<file path="src/rtl/alu_seq_pkg.sv">
// alu_seq shared types and constants: FSM state, op codes, widths.
package alu_seq_pkg;

  localparam int unsigned DATA_W = 4;
  localparam int unsigned IDX_W  = 4;
  localparam int unsigned OP_W   = 3;
  localparam int unsigned NREGS  = 1 << IDX_W;

  typedef enum logic [1:0] {
    IDLE = 2'd0,
    READ = 2'd1,
    EXEC = 2'd2,
    RESP = 2'd3
  } state_e;

  // op = {l, ALUOp[1:0]}; any op with bit 2 set is a logic op
  localparam logic [OP_W-1:0] OP_NEGA  = 3'b000;
  localparam logic [OP_W-1:0] OP_NEGB  = 3'b001;
  localparam logic [OP_W-1:0] OP_ADD   = 3'b010;
  localparam logic [OP_W-1:0] OP_SUB   = 3'b011;
  localparam logic [OP_W-1:0] OP_LOGIC = 3'b100;

endpackage

</file>
<file path="src/rtl/alu_seq_if.sv">
// Command/response bundle of alu_seq. master = control path, slave = sequencer.
interface alu_seq_if;
  import alu_seq_pkg::*;

  logic              cmd_valid;
  logic              cmd_ready;
  logic [OP_W-1:0]   cmd_op;
  logic [IDX_W-1:0]  cmd_rd;
  logic [IDX_W-1:0]  cmd_rs1;
  logic [IDX_W-1:0]  cmd_rs2;
  logic              rsp_valid;
  logic              rsp_ready;
  logic [DATA_W-1:0] rsp_data;
  logic [2:0]        flags;

  modport master (
    output cmd_valid, cmd_op, cmd_rd, cmd_rs1, cmd_rs2, rsp_ready,
    input  cmd_ready, rsp_valid, rsp_data, flags
  );

  modport slave (
    input  cmd_valid, cmd_op, cmd_rd, cmd_rs1, cmd_rs2, rsp_ready,
    output cmd_ready, rsp_valid, rsp_data, flags
  );

endinterface

</file>
<file path="src/rtl/alu_seq_regfile.sv">
// 16x4 register file: two combinational read ports, a debug read port,
// one synchronous write port, asynchronous clear.
// ALU_SEQ_R0ZERO_EN: writes to register 0 are dropped, so it always reads 0.
module alu_seq_regfile
  import alu_seq_pkg::*;
(
  input  logic              clk,
  input  logic              reset,
  input  logic              we,
  input  logic [IDX_W-1:0]  waddr,
  input  logic [DATA_W-1:0] wdata,
  input  logic [IDX_W-1:0]  raddr_a,
  output logic [DATA_W-1:0] rdata_a,
  input  logic [IDX_W-1:0]  raddr_b,
  output logic [DATA_W-1:0] rdata_b,
  input  logic [IDX_W-1:0]  dbg_addr,
  output logic [DATA_W-1:0] dbg_data
);

  logic [DATA_W-1:0] mem_q [NREGS];
  logic [DATA_W-1:0] mem_d [NREGS];
  logic              wr_ok;

`ifdef ALU_SEQ_R0ZERO_EN
  assign wr_ok = (waddr != '0);
`else
  assign wr_ok = 1'b1;
`endif

  assign rdata_a  = mem_q[raddr_a];
  assign rdata_b  = mem_q[raddr_b];
  assign dbg_data = mem_q[dbg_addr];

  // Next-state of the array: single write when enabled
  always_comb begin
    mem_d = mem_q;
    if (we && wr_ok) mem_d[waddr] = wdata;
  end

  // Storage with asynchronous clear
  always_ff @(posedge clk or posedge reset) begin
    if (reset) mem_q <= '{default: '0};
    else       mem_q <= mem_d;
  end

endmodule

</file>
<file path="src/rtl/alu_seq.sv">
// alu_seq: multi-cycle issue sequencer for the external 4-bit ALU.
// IDLE -> READ (operand fetch) -> EXEC (writeback) -> RESP (handshake).
// Optional macro ALU_SEQ_R0ZERO_EN hardwires register 0 to zero.
module alu_seq
  import alu_seq_pkg::*;
(
  input  logic              clk,
  input  logic              reset,
  alu_seq_if.slave          bus,
  output logic [DATA_W-1:0] alu_A,
  output logic [DATA_W-1:0] alu_B,
  output logic [1:0]        alu_ALUOp,
  output logic              alu_l,
  input  logic [DATA_W-1:0] alu_R,
  input  logic              alu_zero,
  input  logic              alu_carry,
  input  logic              alu_sign,
  input  logic [IDX_W-1:0]  dbg_addr,
  output logic [DATA_W-1:0] dbg_data
);

  state_e            state_q, state_d;
  logic [OP_W-1:0]   cmd_op_q, cmd_op_d;
  logic [IDX_W-1:0]  rd_q, rd_d;
  logic [IDX_W-1:0]  rs1_q, rs1_d;
  logic [IDX_W-1:0]  rs2_q, rs2_d;
  logic [DATA_W-1:0] a_q, a_d;
  logic [DATA_W-1:0] b_q, b_d;
  logic [OP_W-1:0]   alu_op_q, alu_op_d;
  logic [DATA_W-1:0] rsp_data_q, rsp_data_d;
  logic [2:0]        flags_q, flags_d;
  logic              rf_we;
  logic [DATA_W-1:0] rf_rdata_a, rf_rdata_b;

  alu_seq_regfile u_regfile (
    .clk      (clk),
    .reset    (reset),
    .we       (rf_we),
    .waddr    (rd_q),
    .wdata    (alu_R),
    .raddr_a  (rs1_q),
    .rdata_a  (rf_rdata_a),
    .raddr_b  (rs2_q),
    .rdata_b  (rf_rdata_b),
    .dbg_addr (dbg_addr),
    .dbg_data (dbg_data)
  );

  // Sequencer FSM and datapath next-state.
  // The ALU-facing op is a separate register loaded in READ, so the ALU
  // inputs change only at READ and stay glitch-free between commands.
  always_comb begin
    state_d    = state_q;
    cmd_op_d   = cmd_op_q;
    rd_d       = rd_q;
    rs1_d      = rs1_q;
    rs2_d      = rs2_q;
    a_d        = a_q;
    b_d        = b_q;
    alu_op_d   = alu_op_q;
    rsp_data_d = rsp_data_q;
    flags_d    = flags_q;
    rf_we      = 1'b0;
    case (state_q)
      IDLE: begin
        if (bus.cmd_valid) begin
          cmd_op_d = bus.cmd_op;
          rd_d     = bus.cmd_rd;
          rs1_d    = bus.cmd_rs1;
          rs2_d    = bus.cmd_rs2;
          state_d  = READ;
        end
      end
      READ: begin
        a_d      = rf_rdata_a;
        b_d      = rf_rdata_b;
        alu_op_d = cmd_op_q;
        state_d  = EXEC;
      end
      EXEC: begin
        rf_we      = 1'b1;
        rsp_data_d = alu_R;
        flags_d    = {alu_zero, alu_carry, alu_sign};
        state_d    = RESP;
      end
      RESP: begin
        if (bus.rsp_ready) state_d = IDLE;
      end
      default: state_d = IDLE;
    endcase
  end

  // State registers with asynchronous clear
  always_ff @(posedge clk or posedge reset) begin
    if (reset) begin
      state_q    <= IDLE;
      cmd_op_q   <= '0;
      rd_q       <= '0;
      rs1_q      <= '0;
      rs2_q      <= '0;
      a_q        <= '0;
      b_q        <= '0;
      alu_op_q   <= '0;
      rsp_data_q <= '0;
      flags_q    <= '0;
    end else begin
      state_q    <= state_d;
      cmd_op_q   <= cmd_op_d;
      rd_q       <= rd_d;
      rs1_q      <= rs1_d;
      rs2_q      <= rs2_d;
      a_q        <= a_d;
      b_q        <= b_d;
      alu_op_q   <= alu_op_d;
      rsp_data_q <= rsp_data_d;
      flags_q    <= flags_d;
    end
  end

  assign bus.cmd_ready = (state_q == IDLE);
  assign bus.rsp_valid = (state_q == RESP);
  assign bus.rsp_data  = rsp_data_q;
  assign bus.flags     = flags_q;
  assign alu_A         = a_q;
  assign alu_B         = b_q;
  assign alu_ALUOp     = alu_op_q[1:0];
  assign alu_l         = alu_op_q[2];

endmodule

</file>
<file path="src/flat_wrapper.sv">
// flat-port wrapper written by rule: the top's interface ports become plain ports
module alu_seq_flat import alu_seq_pkg::*;
  (clk, reset, alu_A, alu_B, alu_ALUOp, alu_l, alu_R, alu_zero, alu_carry, alu_sign, dbg_addr, dbg_data, bus_cmd_valid, bus_cmd_op, bus_cmd_rd, bus_cmd_rs1, bus_cmd_rs2, bus_rsp_ready, bus_cmd_ready, bus_rsp_valid, bus_rsp_data, bus_flags);
  alu_seq_if bus_i ();
  input  logic clk;
  input  logic reset;
  output logic [DATA_W-1:0] alu_A;
  output logic [DATA_W-1:0] alu_B;
  output logic [1:0] alu_ALUOp;
  output logic alu_l;
  input  logic [DATA_W-1:0] alu_R;
  input  logic alu_zero;
  input  logic alu_carry;
  input  logic alu_sign;
  input  logic [IDX_W-1:0] dbg_addr;
  output logic [DATA_W-1:0] dbg_data;
  input wire logic [$bits(bus_i.cmd_valid)-1:0] bus_cmd_valid;
  input wire logic [$bits(bus_i.cmd_op)-1:0] bus_cmd_op;
  input wire logic [$bits(bus_i.cmd_rd)-1:0] bus_cmd_rd;
  input wire logic [$bits(bus_i.cmd_rs1)-1:0] bus_cmd_rs1;
  input wire logic [$bits(bus_i.cmd_rs2)-1:0] bus_cmd_rs2;
  input wire logic [$bits(bus_i.rsp_ready)-1:0] bus_rsp_ready;
  output wire logic [$bits(bus_i.cmd_ready)-1:0] bus_cmd_ready;
  output wire logic [$bits(bus_i.rsp_valid)-1:0] bus_rsp_valid;
  output wire logic [$bits(bus_i.rsp_data)-1:0] bus_rsp_data;
  output wire logic [$bits(bus_i.flags)-1:0] bus_flags;
  assign bus_i.cmd_valid = bus_cmd_valid;
  assign bus_i.cmd_op = bus_cmd_op;
  assign bus_i.cmd_rd = bus_cmd_rd;
  assign bus_i.cmd_rs1 = bus_cmd_rs1;
  assign bus_i.cmd_rs2 = bus_cmd_rs2;
  assign bus_i.rsp_ready = bus_rsp_ready;
  assign bus_cmd_ready = bus_i.cmd_ready;
  assign bus_rsp_valid = bus_i.rsp_valid;
  assign bus_rsp_data = bus_i.rsp_data;
  assign bus_flags = bus_i.flags;
  alu_seq u_core (.clk(clk), .reset(reset), .bus(bus_i), .alu_A(alu_A), .alu_B(alu_B), .alu_ALUOp(alu_ALUOp), .alu_l(alu_l), .alu_R(alu_R), .alu_zero(alu_zero), .alu_carry(alu_carry), .alu_sign(alu_sign), .dbg_addr(dbg_addr), .dbg_data(dbg_data));
endmodule
</file>
<file path="config.mk">
export PLATFORM = sky130hd
export DESIGN_NAME = alu_seq_flat
export DESIGN_NICKNAME = d
export VERILOG_FILES = /design/src/rtl/alu_seq_pkg.sv /design/src/rtl/alu_seq_if.sv /design/src/rtl/alu_seq_regfile.sv /design/src/rtl/alu_seq.sv /design/src/flat_wrapper.sv
export SDC_FILE = /design/constraint.sdc
export NUM_CORES = 1
export LEC_CHECK = 0
export ABC_AREA = 1
export CORE_MARGIN = 10
export CORE_UTILIZATION = 62
export CTS_CLUSTER_SIZE = 20
export DETAILED_ROUTE_END_ITERATION = 8
export GPL_TIMING_DRIVEN = 0
export PLACE_DENSITY_LB_ADDON = 0.3
export SLEW_MARGIN = 30
export SYNTH_ARGS = -nofsm -noshare
export SYNTH_HDL_FRONTEND = slang
export SYNTH_SLANG_ARGS = --single-unit
</file>
<file path="constraint.sdc">
create_clock -name clk -period 6 [get_ports clk]
set_clock_uncertainty 0.2 [all_clocks]
set_input_delay 1.2 -clock clk [delete_from_list [all_inputs] [get_ports clk]]
set_output_delay 1.2 -clock clk [all_outputs]
set_load 0.02 [all_outputs]
</file>
==> results of run 1 <==
registers in the layout (all words and copies together) (netlist names):
name,cells
u_core.rs1_q,4
u_core.bus.rsp_data,4
u_core.alu_A,4
u_core.rd_q,4
u_core.bus.flags,3
u_core.alu_B,4
u_core.rs2_q,4
u_core.state_q,2
u_core.alu_op_q,3
u_core.cmd_op_q,3
u_core.u_regfile.mem_q,64
synth_stat cells:
cell type	number	area share, %
nor2_2	2	0.22
o22ai_1	1	0.11
mux2_2	3	0.59
buf_2	16	1.4
dfrtp_1	99	43
clkinv_1	2	0.13
nor3_1	1	0.088
clkbuf_1	14	0.92
buf_4	9	1.2
inv_1	50	3.3
inv_2	9	0.59
buf_1	1	0.066
nor2_1	28	1.8
nand2_2	2	0.22
a21oi_1	41	3.6
ha_1	5	1.1
nand3_1	123	11
o211ai_1	15	2.0
nor2_4	8	1.6
nand2_1	295	19
buf_6	3	0.59
nand3_2	1	0.18
nor3_4	1	0.28
o21ai_0	74	6.5
area by class of cell:
| class | instances | area (um2) | area share (%) |
|---|---|---|---|
| flip-flops and latches | 99 | 2480 | 37.5 |
| plain buffers | 43 | 238 | 3.59 |
| clock inverters | 7 | 103 | 1.55 |
| inverters | 61 | 234 | 3.54 |
| repair buffers | 52 | 538 | 8.13 |
| clock buffers | 9 | 124 | 1.87 |
| well taps | 108 | 135 | 2.04 |
| multi-input cells | 600 | 2770 | 41.8 |
per-stage QoR:
step	std cells	power (mW)	hold slack [ns]	util, %	setup slack (ns)
2_1_floorplan	803	2.48	0.244	-	2.01
3_3_place_gp	962	3.09	0.253	71.8	0.836
3_5_place_dp	963	3.18	0.262	72.2	1.39
4_1_cts	979	3.66	0.283	74.7	1.37
5_1_grt	979	3.99	0.308	74.7	1.19
6_report	979	3.74	0.284	74.7	1.30
metal layers:
| metal | GRT usage, % | up-vias | wire [um] |
|---|---|---|---|
| met2 | 45.8 | 442 | 8710 |
| met1 | 37.6 | 2778 | 7220 |
| li1 | - | 2730 | - |
| met4 | 10.8 | 0 | 650 |
| met5 | 0 | - | 0 |
| met3 | 8.48 | 74 | 2630 |
worst reg2reg max path, stage by stage (launching register included):
cell and delay (ns):
dfrtp_1 0.39, inv_1 0.10, ha_1 0.23, nand2_1 0.39
clkbuf_1 0.58, nor2_1 0.11, a21oi_1 0.17
power by group through the flow:
stage	Sequential, mW	Clock (mW)	Combinational [mW]
2_1_floorplan	1.25	0	1.23
3_3_place_gp	1.29	0	1.80
3_5_place_dp	1.31	0	1.87
4_1_cts	1.30	0.485	1.88
5_1_grt	1.35	0.508	2.13
6_report	1.33	0.487	1.92
worst paths after layout:
kind / from / end / slack, ns
setup / recovery: dbg_addr[1] / dbg_data[1] / 1.30
hold / removal: u_core.cmd_op_q[0] / u_core.alu_op_q[0] / 0.28
setup reg to reg: u_core.state_q[0] / u_core.rs2_q[1] / 3.73
hold reg to reg: u_core.cmd_op_q[0] / u_core.alu_op_q[0] / 0.28
max in group asynchronous: reset / u_core.rs1_q[2] / 4.00
min in group asynchronous: reset / u_core.bus.rsp_data[0] / 1.01
cell families after synthesis:
group | Yosys count | synth area share, %
flip-flops | 99 | 43.4
AO/OA/AOI/OAI | 131 | 12.2
multiplexers | 3 | 0.592
buffers and inverters | 104 | 8.17
AND/OR/NAND/NOR | 461 | 34.6
adder cells (fa/ha/maj) | 5 | 1.10
==> metrics.cfg, run 1 <==
[worst_setup_path]
cp_max_fo = 10
cp-end-kind = output port
worst-setup-path-type = in -> out
startpoint_type = input pin
critPathBufInv = 3
crit_cells = 7
required_ns = 4.60
reg2regPathDepth = 6
slowest_delay_ns = 0.61
cp_slowest_cell = clkdlybuf4s50_1
path_cells = clkdlybuf4s50_1 -> clkbuf_1 -> o211ai_1 -> nand3_1 -> nand3_1 -> nand2_1 -> clkdlybuf4s50_1
cp_data_arrival_time_ns = 3.30
path_delay_family = buffers and inverters

[power]
power.density_nw_per_um2 = 566
leakage_nw = 3.26
seqPwrFrac_pct = 35.6
pwr-share-clk_pct = 13.0
p_sw_share_pct = 49.9
pwr-share-comb_pct = 51.4
p_int_mw = 1.87
peakVddDrop_v = 0.000362
power.switching_mw = 1.87

[place]
port_buffers = 51
place_area_um2 = 6390
dp_hpwl_um = 14400
finalWeightedCongestion = 1.07

[finish]
nets = 901
most-common-layout-cells = nand2_1, nand3_1, dfrtp_1
final.fill_count = 664
final_common_cell = nand2_1
drive_above_1_share_pct = 8.27
diodes = 0
area_growth_pct = 15.8
fin_area_um2 = 6610

[die]
pin_count = 54
core_area_um2 = 8850
initial_utilization_pct = 64.5
die_w_um = 116
rows = 34
dieArea_um2 = 13400
die_h_um = 116

[cts]
clock-sinks = 99
holdBufCountCts = 0
cts_root_buffer = clkbuf_8
cts-buffers-inserted = 9
cts_max_level = 3
cts_resized = 0
ctsLongestPathBuffers = 2
post-cts-setup-buffers = 0
cts.clk_slew.worst_paths_ns = 0.11
tritoncts = yes
insertion_delay_ns = 0.38

[drt]
viasPerCell = 6.15
wirelength_um = 19200
detail-route-antenna-nets = 0
drc = 0
drtIter0Drc = 773
wl_per_cell_um = 19.6
dr_total_vias = 6024
firstDrtPassIters = 9

[synth]
yosysSeqAreaShare_pct = 43.4
syn-num-nets = 838
netlist_area_um2 = 5710
synth_cell_types = 24
syn_inst = 803
avgSynthCellArea_um2 = 7.11
synth_warnings = 0
synth-seq-cells = 99

[timing]
fmax_mhz = 213
tns_ns = 0
slew_headroom_pct = 54.5
finalSetupViolCount = 0
worst_pin_slew_ns = 0.683
slew_viol_final = 0
finalHoldViolations = 0
rsz0062_at_grt = no
period_needed_ns = 4.70
fin_crit_sh_pct = 78.4

[global_route]
antenna_found_initial = 0
overflow = 0
grt_pass1_wl_um = 30300
grt_start_max_net_pins = 51
grt_pass1_vias = 5708
grt_util_all_layers_pct = 29.2

[outcome]
outcome = finished clean

[run]
drv_cap = 0

[hold_path]
whs_path_depth = 2
hold_path_class = reg -> reg

(Power assumes the default switching activity.)
==> inputs of run 2 (changes only) <==
--- a/config.mk
+++ b/config.mk
@@ -7,7 +7,7 @@
 export LEC_CHECK = 0
 export ABC_AREA = 1
 export CORE_MARGIN = 10
-export CORE_UTILIZATION = 62
+export CORE_UTILIZATION = 58
 export CTS_CLUSTER_SIZE = 20
 export DETAILED_ROUTE_END_ITERATION = 8
 export GPL_TIMING_DRIVEN = 0
==> constraint.sdc (replaced) <==
create_clock -name clk -period 4.8 [get_ports clk]
set_clock_uncertainty 0.2 [all_clocks]
set_input_delay 0.96 -clock clk [delete_from_list [all_inputs] [get_ports clk]]
set_output_delay 0.96 -clock clk [all_outputs]
set_load 0.02 [all_outputs]
==> run 2 against run 1 <==
Against the previous run: routed wire length up 3.6%; design area about the same; total power is 24% higher; via count decreased by 0.90%; sequential share of layout area about the same; combinational power grew 27%; first-iteration DRC count down 9.3%; register-to-register slack got worse by 1.1 ns; global-route usage shrank 1.1 points; clock power grew 9.2%; critical path type unchanged; largest cell class unchanged; largest power group unchanged.
==> metrics.cfg, run 2 (synthesis results as in run 1) <==
[die]
core_area_um2 = 9680  ; +9.4%
rows = 36  ; +5.9%
die_h_um = 119  ; +2.8%
pin_count = 54  ; unchanged
dieArea_um2 = 14200  ; +5.7%
initial_utilization_pct = 59.0  ; -5.6 points
die_w_um = 119  ; +2.8%

[drt]
drc = 0  ; unchanged
wl_per_cell_um = 19.8  ; +0.97%
detail-route-antenna-nets = 0  ; unchanged
drtIter0Drc = 701  ; -9.3%
wirelength_um = 19900  ; +3.6%
viasPerCell = 5.95  ; -3.4%
firstDrtPassIters = 6  ; -3
dr_total_vias = 5970  ; -0.90%

[finish]
top_register = u_core.u_regfile.mem_q
largest_reg_flops = 64  ; unchanged
seqCellArea_um2 = 2480  ; unchanged
fin_area_um2 = 6620  ; about the same
nets = 901  ; unchanged
most-common-layout-cells = nand2_1, nand3_1, dfrtp_1
multi_input_area_um2 = 2770  ; unchanged
drive_above_1_share_pct = 8.27  ; unchanged
final.fill_count = 823  ; +24%
area_growth_pct = 15.9  ; about the same
final_common_cell = nand2_1
diodes = 0  ; unchanged

[outcome]
outcome = finished clean

[timing]
slew_viol_final = 0  ; unchanged
worst_pin_slew_ns = 0.631  ; -0.0522 ns
slew_headroom_pct = 57.9  ; +3.5 points
finalHoldViolations = 0  ; unchanged
finalSetupViolCount = 0  ; unchanged
tns_ns = 0  ; unchanged
fmax_mhz = 235
period_needed_ns = 4.26
fin_crit_sh_pct = 88.8
rsz0062_at_grt = no
whs_ns = 0.284  ; +0.0000950 ns
fin_ws_ns = 0.537  ; -0.760 ns

[cts]
insertion_delay_ns = 0.37  ; about the same
cts_root_buffer = clkbuf_8
clock-sinks = 99  ; unchanged
post-cts-setup-buffers = 0  ; unchanged
ctsLongestPathBuffers = 2  ; unchanged
cts-buffers-inserted = 9  ; unchanged
cts_max_level = 3  ; unchanged
cts.clk_slew.worst_paths_ns = 0.10  ; about the same
holdBufCountCts = 0  ; unchanged
tritoncts = yes
cts_resized = 0  ; unchanged

[worst_setup_path]
slowest_delay_ns = 0.61  ; about the same
cp_slowest_cell = clkdlybuf4s50_1
cp-end-kind = output port
required_ns = 3.64  ; -0.96 ns
cp_data_arrival_time_ns = 3.10  ; -0.20 ns
path_cells = clkdlybuf4s50_1 -> clkbuf_1 -> o211ai_1 -> nand3_1 -> nand3_1 -> nand2_1 -> clkdlybuf4s50_1
cp_max_fo = 10  ; unchanged
startpoint_type = input pin
worst-setup-path-type = in -> out

[power]
pwr-share-comb_pct = 52.7  ; +1.3 points
seqPwrFrac_pct = 35.8  ; +0.2 points
p_total_mw = 4.62  ; +24%
p_int_mw = 2.31  ; +23%
leakage_nw = 3.24  ; -0.48%
peakVddDrop_v = 0.000457  ; +26%
power.switching_mw = 2.32  ; +24%
power.density_nw_per_um2 = 699  ; +24%
p_sw_share_pct = 50.1  ; +0.20 points
pwr-share-clk_pct = 11.5  ; -1.5 points

[global_route]
grt_util_all_layers_pct = 28.1  ; -1.1 points
grt_pass1_wl_um = 31500  ; +3.9%
grt_start_max_net_pins = 79  ; +55%
antenna_found_initial = 0  ; unchanged
grt_pass1_vias = 5825  ; +2.0%
overflow = 0  ; unchanged

[run]
drv_cap = 0  ; unchanged

[place]
port_buffers = 51  ; unchanged
place_area_um2 = 6420  ; +0.49%
dp_hpwl_um = 15100  ; +5.2%
dp_slack_ns = 0.607  ; -0.780 ns
finalWeightedCongestion = 1.06  ; -0.80%

[hold_path]
hold_path_class = reg -> reg

## run 2: cell types whose count changed in the layout (fill, tap and decap cells not counted), sizes merged
cell	before	now
bufinv	1	0
clkbuf	23	25
clkinvlp	0	1
inv	63	61
## run 2: worst paths after layout
path | from | endpoint | slack (ns) | cells after the start
max reg2reg | u_core.state_q[0] | u_core.rd_q[0] | 2.60 | 6
max | dbg_addr[1] | dbg_data[0] | 0.54 | 7
max in group asynchronous | reset | u_core.u_regfile.mem_q[4] | 3.07 | 3
min in group asynchronous | reset | u_core.alu_op_q[1] | 0.70 | 2
min | u_core.bus.flags[2] | u_core.bus.flags[2] | 0.28 | 2
min reg2reg | u_core.bus.flags[2] | u_core.bus.flags[2] | 0.28 | 2
## run 2: final cells by class
class	count	area share, %
Buffer	43	3.59
Clock buffer	11	2.29
Clock inverter	5	0.681
Inverter	61	3.54
Multi-Input combinational cell	600	41.8
Sequential cell	99	37.5
Tap cell	133	2.52
Timing Repair Buffer	52	8.13
## run 2: worst max-delay path, delay by kind of cell
kind | cells | cell delay [ns]
AO/OA/AOI/OAI | 1 | 0.20
AND/OR/NAND/NOR | 3 | 0.36
buffers and inverters | 3 | 1.57
## run 2: metrics by stage
stage	utilization (%)	cells
floorplan	-	803
global placement	65.9	987
detailed placement	66.3	988
CTS	68.3	1004
global route	68.3	1004
finish	68.3	1004
## run 2: metal layers
metal	track usage [%]	vias up	part of all wire, %
met2	42.8	363	45
li1	-	2737	-
met1	36.3	2801	39
met4	16.0	0	5.2
met5	0	-	0
met3	6.14	69	11
## run 2: power by group through the flow
| stage | Sequential [mW] | Clock (mW) | Combinational, mW |
|---|---|---|---|
| after floorplan | 1.56 | 0 | 1.54 |
| after global placement | 1.61 | 0 | 2.30 |
| after detailed placement | 1.64 | 0 | 2.38 |
| after CTS | 1.62 | 0.533 | 2.39 |
| after global routing | 1.69 | 0.564 | 2.70 |
| final | 1.66 | 0.532 | 2.44 |
